### src/rtl/pc_fetch_unit.sv
// Program-counter stage: holds the PC, forms PC+step and the branch target,
// and sequences boot/run/halt with a saturating retired-instruction counter.
module pc_fetch_unit #(
    parameter int                ADDR_W   = 8,
    parameter logic [ADDR_W-1:0] RESET_PC = '0,
    parameter int                PC_STEP  = 4,
    parameter int                CNT_W    = 16
) (
    input  logic              clk,
    input  logic              rst_n,
    input  logic              stall,
    input  logic              branch_taken,
    input  logic [ADDR_W-1:0] branch_offset,
    input  logic              jump,
    input  logic [ADDR_W-1:0] jump_target,
    input  logic              halt_req,
    input  logic              resume,
    output logic [ADDR_W-1:0] pc,
    output logic [ADDR_W-1:0] pc_plus_step,
    output logic [ADDR_W-1:0] branch_target,
    output logic              fetch_valid,
    output logic              halted,
    output logic [CNT_W-1:0]  retired_cnt
);

    typedef enum logic [1:0] {S_BOOT, S_RUN, S_HALT} state_t;

    state_t              r_state;
    logic [ADDR_W-1:0]   r_pc;
    logic                r_halted;
    logic [CNT_W-1:0]    r_cnt;

    state_t              w_state_nxt;
    logic [ADDR_W-1:0]   w_pc_nxt;
    logic                w_retire;
    logic [ADDR_W-1:0]   w_pc_plus_step;
    logic [ADDR_W-1:0]   w_off_sh;
    logic [ADDR_W-1:0]   w_branch_target;

    // Word offset to byte offset; top two offset bits fall off, sums wrap.
    assign w_pc_plus_step  = r_pc + ADDR_W'(PC_STEP);
    assign w_off_sh        = {branch_offset[ADDR_W-3:0], 2'b00};
    assign w_branch_target = w_pc_plus_step + w_off_sh;

    always_comb begin
        w_state_nxt = r_state;
        w_pc_nxt    = r_pc;
        w_retire    = 1'b0;
        case (r_state)
            S_BOOT: w_state_nxt = S_RUN;
            S_RUN: begin
                if (halt_req) begin
                    w_state_nxt = S_HALT;
                end else if (!stall) begin
                    w_retire = 1'b1;
                    if (jump)              w_pc_nxt = jump_target;
                    else if (branch_taken) w_pc_nxt = w_branch_target;
                    else                   w_pc_nxt = w_pc_plus_step;
                end
            end
            S_HALT: begin
                // halt_req wins over a simultaneous resume.
                if (resume && !halt_req) w_state_nxt = S_RUN;
            end
            default: w_state_nxt = S_BOOT;
        endcase
    end

    always_ff @(posedge clk or negedge rst_n) begin
        if (!rst_n) begin
            r_state  <= S_BOOT;
            r_pc     <= RESET_PC;
            r_halted <= 1'b0;
            r_cnt    <= '0;
        end else begin
            r_state  <= w_state_nxt;
            r_pc     <= w_pc_nxt;
            r_halted <= (w_state_nxt == S_HALT);
            if (w_retire && (r_cnt != {CNT_W{1'b1}}))
                r_cnt <= r_cnt + CNT_W'(1);
        end
    end

    assign pc            = r_pc;
    assign pc_plus_step  = w_pc_plus_step;
    assign branch_target = w_branch_target;
    assign fetch_valid   = (r_state == S_RUN) && !stall;
    assign halted        = r_halted;
    assign retired_cnt   = r_cnt;

endmodule

### config.mk
export PLATFORM = sky130hd
export DESIGN_NAME = pc_fetch_unit
export DESIGN_NICKNAME = d
export VERILOG_FILES = /design/src/rtl/pc_fetch_unit.sv
export SDC_FILE = /design/constraint.sdc
export NUM_CORES = 1
export LEC_CHECK = 0
export ABC_AREA = 1
export ABC_CLOCK_PERIOD_IN_PS = 4400
export CAP_MARGIN = 20
export CORE_UTILIZATION = 49
export DETAILED_ROUTE_END_ITERATION = 8
export PLACE_DENSITY = 0.85
export SLEW_MARGIN = 0
export SYNTH_ARGS = -nofsm -noshare
export SYNTH_HDL_FRONTEND = slang
export SYNTH_SLANG_ARGS = --single-unit
### constraint.sdc
create_clock -name clk -period 4.4 [get_ports clk]
set_input_delay 0.44 -clock clk [delete_from_list [all_inputs] [get_ports clk]]
set_output_delay 0.44 -clock clk [all_outputs]
set_load 0.01 [all_outputs]
After elaboration in Yosys (flattened, before gate mapping). Index checks and enable logic that the tools add are counted.

Register bits after elaboration: 27. Bits of input ports: 23. Output and inout port bits: 42. Logic and storage cells: 28.

$add $sub $neg: 3. Equality and inequality tests: 4. Mux-type cells: 8. Bitwise operators: 2. Reductions and logical operators: 7.

Operator list (number): $add 16x1->16 const B (1); $mux 8 (2); $ne 16x16->1 const B (1); $add 8x3->8 const B (1); $add 8x8->8 (1); $pmux 2 s3 (1); $eq 2x2->1 const B (2); $mux 2 (2); $logic_and 1x1->1 (3); $mux 1 (3); $reduce_and 3->1 (1); $eq 2x1->1 const B (1); $logic_not 1->1 (2); $logic_not 2->1 (1); $not 1->1 (2).

Depth between registers and ports, before layout. Gate-level depths: netlist of the first run.

Depth in word-level cells: 5. Depth in mapped cells: 15. Mapped depth without buffers: 15.

Least setup slack after synthesis of the first run. Ideal clock, no wire load.

Path kind: flip-flop to output port. From: reg r_pc[2], in the netlist pc[2]. To: out branch_target[5]. Data arrival time: 1867 ps. Data required time: 3960 ps. Slack: 2093 ps. Stages on the path, launching flop included: 11. Buffers on the path: 0. Cells stage by stage: dfrtp_1 -> ha_1 -> nand2_1 -> inv_1 -> nor2_1 -> ha_1 -> nand2_1 -> nand2_1 -> o21bai_1 -> xnor2_1 -> inv_1.

Word-level cells in the longest chain between the ends: 2.

Ends and longest elaborated chain: from (decl) (line 29) `logic [ADDR_W-1:0] r_pc;`; from (signal assigned) (line 77) `r_pc <= w_pc_nxt;`; $add 8x3->8 (line 41) `assign w_pc_plus_step = r_pc + ADDR_W'(PC_STEP);`; named net pc_plus_step[4] (line 19) `output logic [ADDR_W-1:0] pc_plus_step,`; $add 8x8->8 (line 43) `assign w_branch_target = w_pc_plus_step + w_off_sh;`; to (decl) (line 20) `output logic [ADDR_W-1:0] branch_target,`.

The timed path passes the listed nets, and every way through them passes these cells.

Worst setup path in the final report of the first run.
From: reg r_pc[2], in the netlist pc[2]. To: out branch_target[7].

Word-level cells in the longest chain between the ends: 2.

Ends and longest elaborated chain (line): $add 8x3->8 (41); $add 8x8->8 (43).

No other way between the ends.

==> flow_metrics.env, run 1 <==
export IMPL_htree_num_levels=1
export IMPL_die_h_um=64.3
export IMPL_cp_required_ns=3.96
export IMPL_start_util=0.515
export IMPL_fin_nets=343
export IMPL_avgSynthCellArea_um2=7.57
export IMPL_p_clk_frac=0.083
export IMPL_rows=22
export IMPL_num_antenna_cells=0
export IMPL_cp_depth=12
export IMPL_switchingPower_uw=698
export IMPL_wl_met1_um=1840
export IMPL_n_fill_cell=322
export IMPL_area_growth_syn_to_layout_pct=35.2
export IMPL_crit_slowest_cell="clkdlybuf4s50_1"
export IMPL_ff2ff_setup_slack_ns=2.21
export IMPL_path_class="flip-flop to output pin"
export IMPL_synthTopCellsByArea="dfrtp_1, nand2_1, inv_1, xor2_1, ha_1"
export IMPL_r2r_end="pc[5]"
export IMPL_layout_setup_ws_ns=1.23
export IMPL_drt_wirelength_per_cell_um=12.2
export IMPL_synth_commonest_cells="nand2_1, inv_1, dfrtp_1"
export IMPL_portBuffers=62
export IMPL_slowest_delay_ns=0.53
export IMPL_synth_edf_count=0
export IMPL_worstSetupStartpoint="pc[2]"
export IMPL_hold_slack_ns=0.506
export IMPL_synth_distinct_cells=32
export IMPL_fin_tns_setup_ns=0
export IMPL_cp_end_kind="output pin"
export IMPL_cts_hold_buf=0
export IMPL_synth_area_um2=1900
export IMPL_drt_initial_drc_count=87
export IMPL_met2WireLength_um=2210
export IMPL_cp_max_fo=5
export IMPL_internal_power_uw=964
export IMPL_synth_cells=251
export IMPL_yosys_area_top_type="dfrtp_1"
export IMPL_grt_overflow_total=0
export IMPL_final_seq_area_um2=676
export IMPL_cp_data_arrival_time_ns=2.73
export IMPL_dp_hpwl_um=3440
export IMPL_dieArea_um2=4130
export IMPL_place_worst_setup_slack_ns=1.48
export IMPL_synth_nets=282
export IMPL_fmax_ghz=0.315
export IMPL_grt_pass1_wl_um=7360
export IMPL_core_um2=3690
export IMPL_p_leak_uw=0.00123
export IMPL_relSlewSlack=0.711
export IMPL_rsz0062_at_grt="false"
export IMPL_postCtsSetupBuffers=0
export IMPL_ys_ff_latch=27
export IMPL_drt_total_wl_um=4360
export IMPL_path_cells="ha_1 > nand2_1 > o21ai_0 > inv_1 > ha_1 > nand2_1 > inv_1 > nand4_1 > nand3_1 > nand3_1 > nand2_1 > clkdlybuf4s50_1"
export IMPL_comb_power_share=0.654
export IMPL_fp_dieW_um=64.3
export IMPL_p_per_area_nw_per_um2=647
export IMPL_cts_buffers=3
export IMPL_vias=1774
export IMPL_first_global_vias=1711
export IMPL_grt_use_total=0.229
export IMPL_cts_tree="built"
export IMPL_finalCritPeriodShare=0.721
export IMPL_min_period_ns=3.17
export IMPL_ir_drop_mv=0.549
export IMPL_drc=0
export IMPL_cts_root_buf="clkbuf_8"
export IMPL_yosysMostFrequentCell="nand2_1"
export IMPL_ys_warn_count=0
export IMPL_gp_congestion=0.906
export IMPL_seqPwrFrac=0.263
export IMPL_status="completed"
export IMPL_synth_yosys_seq_area_share=0.355
export IMPL_path_buf_inv=3
export IMPL_maxCapViolations=0
export IMPL_drive_gt1_frac=0.0772
export IMPL_synth_flop_cell="dfrtp_1"
export IMPL_antenna_found_initial=0
export IMPL_async_flop_share=1.00
export IMPL_wl_met3_um=243
export IMPL_p_sw_frac=0.420
export IMPL_setup_violations=0
export IMPL_finalHoldViolCount=0
export IMPL_fin_worst_skew_ns=0.00156
export IMPL_dr_pass1_iters=4
export IMPL_path_delay_family="buffers and inverters"
export IMPL_critPathCapture="branch_target[7]"
export IMPL_cp_start_kind="flip-flop"
export IMPL_postRouteAntennaNets=0
export IMPL_rr_worst_depth=12
export IMPL_routed_top_layer="met4"
export IMPL_multi_input_area_um2=983
export IMPL_clock_path_buffers=2
export IMPL_regToRegStartpoint="pc[2]"
export IMPL_worst_pin_slew_ns=0.431
export IMPL_cts_resized=0
export IMPL_via_per_inst=4.94
export IMPL_critical_path_most_common_cell="nand2_1"
export IMPL_clock_latency_ns=0.27
export IMPL_netlist_area_leader_share=0.355
export IMPL_hold_class="flip-flop to flip-flop"
export IMPL_grt_max_degree=28
export IMPL_clk_pin_slew_ns=0.09
export IMPL_clock_sinks=27
export IMPL_ios=65
export IMPL_drv_slew=0
==> worst min-delay path by stage <==
stage               start    endpoint  slack, ns  depth (start not counted)
2_1_floorplan       rst_n      halted       0.14                          0
3_3_place_gp   r_state[1]  r_state[0]       0.47                          1
3_5_place_dp   r_state[0]      halted       0.49                          1
4_1_cts        r_state[0]      halted       0.51                          1
5_1_grt        r_state[0]      halted       0.53                          1
6_report       r_state[1]  r_state[0]       0.51                          1
==> power groups by stage <==
stage / clock network [uW] / registers (uW) / logic, uW
floorplan: 0 / 465 / 563
detailed placement: 0 / 440 / 1080
finish: 138 / 437 / 1090
global route: 155 / 452 / 1190
CTS: 143 / 436 / 1090
global placement: 0 / 438 / 1060
==> final cells by class <==
cell class,count,share of cell area
repair buffers,63,0.244
flip-flops and latches,27,0.263
clock buffers,3,0.0161
clock inverters,1,0.00195
multi-input cells,172,0.383
inverters,45,0.0686
well taps,48,0.0234
==> sequential cells by signal, indices dropped and copies added, names as in the netlist <==
signal	count
retired_cnt	16
halted	1
pc	8
r_state	2
==> placed cells by master, fill, tap and decap left out <==
cell,netlist,routed
inv_1,41,41
clkdlybuf4s50_1,0,62
buf_4,4,1
fa_1,1,1
nand3b_1,2,2
o21ai_1,1,1
o21bai_1,2,2
clkinv_2,0,1
o22ai_1,2,2
xnor2_1,7,7
xor2_1,11,11
o21ai_2,6,6
clkbuf_8,0,3
nand3_1,17,17
o21ai_0,12,12
dfrtp_1,27,27
inv_4,1,1
a21oi_1,3,3
or2_2,1,1
ha_1,7,7
nor2_4,2,2
clkinv_4,1,1
nand4_1,5,5
inv_2,2,2
nand2_1,68,68
nand2_4,2,2
nor2_2,3,3
nor3_1,7,7
o211ai_1,2,2
nor2_1,9,9
or2_4,1,1
o221ai_1,1,1
==> worst register-to-register path: cells and delay by family (launching register included) <==
kind                     cells  cell delay [ns]
buffers and inverters        1             0.05
AO/OA/AOI/OAI                1             0.17
flip-flops                   1             0.44
XOR/XNOR                     1             0.21
AND/OR/NAND/NOR              7             0.65
adder cells (fa/ha/maj)      2             0.57
==> stage by stage <==
stage	util	std cells	instance area (um2)	total power (uW)
floorplan	-	251	1900	1030
global placement	0.684	355	2520	1500
detailed placement	0.684	355	2520	1520
CTS	0.697	359	2570	1670
global route	0.697	359	2570	1800
finish	0.697	359	2570	1660
==> cell families (layout without fill, tap and decap cells) <==
logic type | after synthesis | after routing | synth area share
AO/OA/AOI/OAI | 29 | 29 | 0.0968
XOR/XNOR | 18 | 18 | 0.0829
adder cells (fa/ha/maj) | 8 | 8 | 0.0566
buffers and inverters | 52 | 112 | 0.127
flip-flops | 27 | 27 | 0.355
AND/OR/NAND/NOR | 117 | 117 | 0.281
==> routing by layer <==
layer  global-route usage  up-vias
met5                    0        -
met4               0.0889        0
met3               0.0411        8
met2                0.421       57
met1                0.260      798
li1                     -      911
Note: power is estimated with default switching activity, not from simulation.
==> inputs of run 2 (changes only) <==
ABC_CLOCK_PERIOD_IN_PS = 2800   (was 4400)
CORE_UTILIZATION = 41   (was 49)
PLACE_DENSITY = 0.76   (was 0.85)
clock period = 2.8 ns   (was 4.4 ns; I/O delays follow)
==> flow_metrics.env, run 2 (same netlist as run 1, synthesis figures left out) <==
export IMPL_status="completed"
export IMPL_fmax_ghz=0.375
export IMPL_clock_latency_ns=0.27
export IMPL_path_class="flip-flop to output pin"
export IMPL_vias=1803
export IMPL_fin_tns_setup_ns=0
export IMPL_worst_pin_slew_ns=0.426
export IMPL_cts_buffers=3
export IMPL_core_um2=4410
export IMPL_fp_dieW_um=70.1
export IMPL_dieArea_um2=4910
export IMPL_min_period_ns=2.67
export IMPL_cp_required_ns=2.52
export IMPL_rsz0062_at_grt="false"
export IMPL_cp_max_fo=4
export IMPL_clock_path_buffers=2
export IMPL_portBuffers=62
export IMPL_drt_total_wl_um=4540
export IMPL_internal_power_uw=1580
export IMPL_clk_pin_slew_ns=0.09
export IMPL_largest_register_ffs=16
export IMPL_grt_use_total=0.191
export IMPL_htree_num_levels=1
export IMPL_r2r_end="pc[7]"
export IMPL_cp_end_kind="output pin"
export IMPL_grt_pass1_wl_um=7510
export IMPL_switchingPower_uw=1150
export IMPL_ff2ff_setup_slack_ns=0.74
export IMPL_cts_root_buf="clkbuf_8"
export IMPL_hold_class="input pin to async pin"
export IMPL_gp_congestion=0.821
export IMPL_drv_slew=0
export IMPL_clock_sinks=27
export IMPL_n_fill_cell=415
export IMPL_finalCritPeriodShare=0.953
export IMPL_start_util=0.431
export IMPL_cts_tree="built"
export IMPL_dr_pass1_iters=4
export IMPL_setup_violations=0
export IMPL_drive_gt1_frac=0.108
export IMPL_drt_initial_drc_count=86
export IMPL_final_cell_mix="nand2_1, clkdlybuf4s50_1, inv_1"
export IMPL_rr_worst_depth=15
export IMPL_rows=24
export IMPL_fin_worst_skew_ns=0.00972
export IMPL_ir_drop_mv=0.769
export IMPL_p_per_area_nw_per_um2=1030
export IMPL_first_global_vias=1737
export IMPL_power_uw=2730
export IMPL_drc=0
export IMPL_drt_wirelength_per_cell_um=12.4
export IMPL_comb_power_share=0.668
export IMPL_p_sw_frac=0.422
export IMPL_postRouteAntennaNets=0
export IMPL_via_per_inst=4.93
export IMPL_maxCapViolations=0
export IMPL_antenna_found_initial=0
export IMPL_area_growth_syn_to_layout_pct=39.7
export IMPL_relSlewSlack=0.714
export IMPL_fin_util=0.601
export IMPL_grt_overflow_total=0
export IMPL_cp_start_kind="flip-flop"
export IMPL_finalHoldViolCount=0
export IMPL_fin_nets=346
export IMPL_grt_max_degree=28
export IMPL_final_common_cell="nand2_1"
export IMPL_cp_data_arrival_time_ns=2.39
export IMPL_ios=65
export IMPL_dp_hpwl_um=3510
export IMPL_seqPwrFrac=0.251
export IMPL_regToRegStartpoint="pc[3]"
export IMPL_p_clk_frac=0.081
export IMPL_num_antenna_cells=0
export IMPL_p_leak_uw=0.00126
export IMPL_die_h_um=70.1
==> run 2: changes by cell type in the layout (fill, tap and decap cells not counted), sizes merged <==
cell           before  now
clkinv              2    1
clkbuf              3    4
dlygate4sd2         0    1
dlymetal6s2s        0    2
buf                 1    4
clkdlybuf4s50      62   59
==> run 2: worst max path at each step <==
stage          start                to  cells past startpoint
2_1_floorplan  pc[2]  branch_target[5]                     10
3_3_place_gp   pc[2]  branch_target[7]                     13
3_5_place_dp   pc[2]  branch_target[7]                     13
4_1_cts        pc[2]  branch_target[6]                      9
5_1_grt        pc[3]  branch_target[7]                     13
6_report       pc[3]  branch_target[7]                     13
==> run 2: routing by layer <==
metal,GRT usage,share of wire,vias up
li1,-,-,915
met1,0.227,0.43,833
met2,0.346,0.50,51
met3,0.0433,0.064,4
met4,0.0489,0.0064,0
met5,0,0,-
==> run 2: timing repair <==
item	CTS	global route
setup buffers	2	0
pin swaps	1	2
hold buffers	0	0
endpoints found under the setup margin	2	2
resized for setup	5	9
==> run 2: power by group through the flow <==
stage | sequential (uW) | combinational [uW] | clock, uW
floorplan | 731 | 884 | 0
global placement | 689 | 1690 | 0
detailed placement | 696 | 1710 | 0
CTS | 683 | 1780 | 233
global route | 713 | 1990 | 250
finish | 685 | 1820 | 221
==> run 2: cell type report <==
cell class                      count  area [um2]  share of cell area
Clock buffer                        4        45.0              0.0170
Multi-Input combinational cell    172        1040               0.391
Tap cell                           52        65.1              0.0245
Inverter                           45         176              0.0664
Timing Repair Buffer               66         654               0.246
Sequential cell                    27         676               0.254
==> run 2: stage by stage <==
stage | hold WS (ns) | worst slack (ns) | instance area (um2) | instances
after floorplan | -0.0156 | 0.653 | 1900 | 251
after global placement | 0.466 | 0.220 | 2540 | 360
after detailed placement | 0.476 | 0.150 | 2540 | 360
after CTS | 0.386 | -0.0104 | 2620 | 366
after global routing | 0.418 | 0.0151 | 2660 | 366
final | 0.376 | 0.132 | 2660 | 366
==> run 2: critical path, cell delays in order, from the launching register on <==
cell and delay [ns]:
dfrtp_1 0.42, ha_1 0.21, nand2_1 0.11, o21ai_0 0.08
o21ai_1 0.11, inv_1 0.08, ha_1 0.34, nand2_1 0.06
inv_1 0.07, nand4_1 0.07, nand3_1 0.11, nand3_1 0.11
nand2_1 0.08, dlygate4sd2_1 0.26
==> inputs of run 3 (changes only) <==
ABC_AREA = default   (was 1)
CORE_UTILIZATION = 40   (was 41)
PLACE_DENSITY = 0.77   (was 0.76)
==> flow_metrics.env, run 3 <==
export IMPL_path_cells="ha_1 > ha_1 > a211oi_2 > o21bai_1 > a21oi_2 > xor2_1 > dlygate4sd2_1"
export IMPL_dr_pass1_iters=4
export IMPL_status="completed"
export IMPL_grt_overflow_total=0
export IMPL_fin_nets=262
export IMPL_drv_slew=0
export IMPL_clock_path_buffers=2
export IMPL_regToRegStartpoint="pc[2]"
export IMPL_p_per_area_nw_per_um2=938
export IMPL_min_period_ns=2.69
export IMPL_cts_buffers=3
export IMPL_avgSynthCellArea_um2=10.1
export IMPL_ff2ff_setup_slack_ns=0.72
export IMPL_cp_start_kind="flip-flop"
export IMPL_rr_worst_depth=9
export IMPL_postPlaceCellArea_um2=2350
export IMPL_vias=1432
export IMPL_synth_commonest_cells="dfrtp_1, xnor2_1, nand2_1"
export IMPL_antenna_found_initial=0
export IMPL_drt_wirelength_per_cell_um=13.5
export IMPL_synth_cells=167
export IMPL_cp_max_fo=4
export IMPL_clock_latency_ns=0.27
export IMPL_netlist_area_leader_share=0.400
export IMPL_final_area_um2=2420
export IMPL_maxCapViolations=0
export IMPL_ys_ff_latch=27
export IMPL_first_global_vias=1278
export IMPL_ir_drop_mv=0.398
export IMPL_cts_hold_buf=0
export IMPL_grt_use_total=0.182
export IMPL_drive_gt1_frac=0.109
export IMPL_fp_dieW_um=67.0
export IMPL_synth_area_um2=1690
export IMPL_worst_pin_slew_ns=0.394
export IMPL_async_flop_share=1.00
export IMPL_cp_data_arrival_time_ns=2.41
export IMPL_synth_yosys_seq_area_share=0.400
export IMPL_drt_initial_drc_count=57
export IMPL_synth_flop_cell="dfrtp_1"
export IMPL_rows=23
export IMPL_cp_required_ns=2.52
export IMPL_synth_nets=198
export IMPL_ys_warn_count=0
export IMPL_setup_violations=0
export IMPL_n_fill_cell=356
export IMPL_via_per_inst=5.11
export IMPL_final_cell_mix="clkdlybuf4s50_1, dfrtp_1, xnor2_1"
export IMPL_yosysMostFrequentCell="dfrtp_1"
export IMPL_path_class="flip-flop to output pin"
export IMPL_slowest_delay_ns=0.40
export IMPL_clk_pin_slew_ns=0.09
export IMPL_finalCritPeriodShare=0.961
export IMPL_core_um2=4030
export IMPL_cts_root_buf="clkbuf_8"
export IMPL_path_delay_family="adder cells"
export IMPL_area_growth_syn_to_layout_pct=43.0
export IMPL_drc=0
export IMPL_dp_hpwl_um=2970
export IMPL_num_antenna_cells=0
export IMPL_cp_end_kind="output pin"
export IMPL_hold_class="input pin to async pin"
export IMPL_critical_path_most_common_cell="ha_1"
export IMPL_clock_sinks=27
export IMPL_ios=65
export IMPL_portBuffers=62
export IMPL_largest_register_ffs=16
export IMPL_finalHoldViolCount=0
export IMPL_r2r_end="pc[4]"
export IMPL_start_util=0.419
export IMPL_synth_distinct_cells=48
export IMPL_drt_total_wl_um=3780
export IMPL_gp_congestion=0.819
export IMPL_fin_util=0.600
export IMPL_synth_edf_count=0
export IMPL_yosys_area_top_type="dfrtp_1"
export IMPL_power_uw=2270
export IMPL_grt_max_degree=28
export IMPL_postCtsSetupBuffers=0
export IMPL_htree_num_levels=1
export IMPL_die_h_um=67.0
export IMPL_dieArea_um2=4490
export IMPL_rsz0062_at_grt="false"
export IMPL_p_leak_uw=0.00107
export IMPL_cts_tree="built"
export IMPL_fin_worst_skew_ns=0.00503
export IMPL_final_common_cell="clkdlybuf4s50_1"
export IMPL_fin_tns_setup_ns=0
export IMPL_crit_slowest_cell="dfrtp_1"
export IMPL_postRouteAntennaNets=0
export IMPL_synthTopCellsByArea="dfrtp_1, xnor2_1, ha_1, xor2_1, nand3_1"
export IMPL_fmax_ghz=0.372
export IMPL_grt_pass1_wl_um=6090
export IMPL_relSlewSlack=0.737
export IMPL_path_buf_inv=1
run 3: cell types whose count changed after synthesis, sizes merged, moves of 3 or more:
cell and delta:
nor2 -6, nand2 -58, and3 +7, a211oi +3, inv -35, xor2 -3, nor3 -4, a21oi +3
xnor2 +9, nand3 -8, mux2 +3, and4 +3, o21ai -9
run 3: power by group:
| group | leakage [uW] | internal [uW] | total, uW | switching [uW] |
|---|---|---|---|---|
| registers | 0.000351 | 493 | 624 | 131 |
| clock network | 0.0000228 | 102 | 215 | 113 |
| logic | 0.000695 | 811 | 1430 | 616 |
run 3: cells by family after synthesis:
kind of cell             after synthesis  synth area share
AO/OA/AOI/OAI                         33             0.127
AND/OR/NAND/NOR                       52             0.187
buffers and inverters                 18            0.0585
flip-flops                            27             0.400
adder cells (fa/ha/maj)                8            0.0637
XOR/XNOR                              25             0.138
multiplexers                           4            0.0259
run 3: how the worst max path moves through the flow:
stage | slack [ns] | to | startpoint | cells after the start
after floorplan | 0.54 | branch_target[7] | pc[2] | 7
after global placement | 0.09 | branch_target[7] | pc[2] | 8
after detailed placement | -0.01 | branch_target[7] | pc[2] | 7
after CTS | 0.05 | branch_target[5] | pc[2] | 6
after global routing | 0.003 | branch_target[7] | pc[2] | 7
final | 0.11 | branch_target[7] | pc[2] | 7
run 3: stage by stage:
| step | hold WS, ns | worst slack, ns | cells |
|---|---|---|---|
| global placement | 0.475 | 0.0872 | 276 |
| CTS | 0.382 | 0.0500 | 280 |
| floorplan | -0.0156 | 0.540 | 167 |
| finish | 0.372 | 0.110 | 280 |
| global route | 0.406 | 0.00321 | 280 |
| detailed placement | 0.486 | -0.0115 | 276 |
run 3: timing repair:
item	CTS	global route
gates resized for setup	5	2
endpoints found under the setup margin	2	3
hold endpoints to repair	0	0
pin swaps	0	0
cloned	0	0
run 3: metal layers:
metal / up-vias / routed length [um] / global-route usage / part of all wire
li1: 713 / - / - / -
met1: 682 / 1780 / 0.252 / 0.47
met2: 35 / 1810 / 0.294 / 0.48
met3: 2 / 170 / 0.0342 / 0.045
met4: 0 / 19 / 0.0319 / 0.0050
met5: - / 0 / 0 / 0
run 3: layout make-up:
class / count / area (um2) / area share
inverter: 9 / 33.8 / 0.0140
timing repair buffer: 68 / 666 / 0.276
multi-input combinational: 122 / 933 / 0.386
tap: 50 / 62.6 / 0.0259
clock buffer: 4 / 45.0 / 0.0186
sequential: 27 / 676 / 0.280
run 3: worst reg2reg max path, delay by kind of cell (launching register included):
family / cells / cell delay (ns)
adder cells (fa/ha/maj): 2 / 0.62
XOR/XNOR: 1 / 0.24
flip-flops: 1 / 0.40
buffers and inverters: 3 / 0.30
AO/OA/AOI/OAI: 2 / 0.36
multiplexers: 1 / 0.11
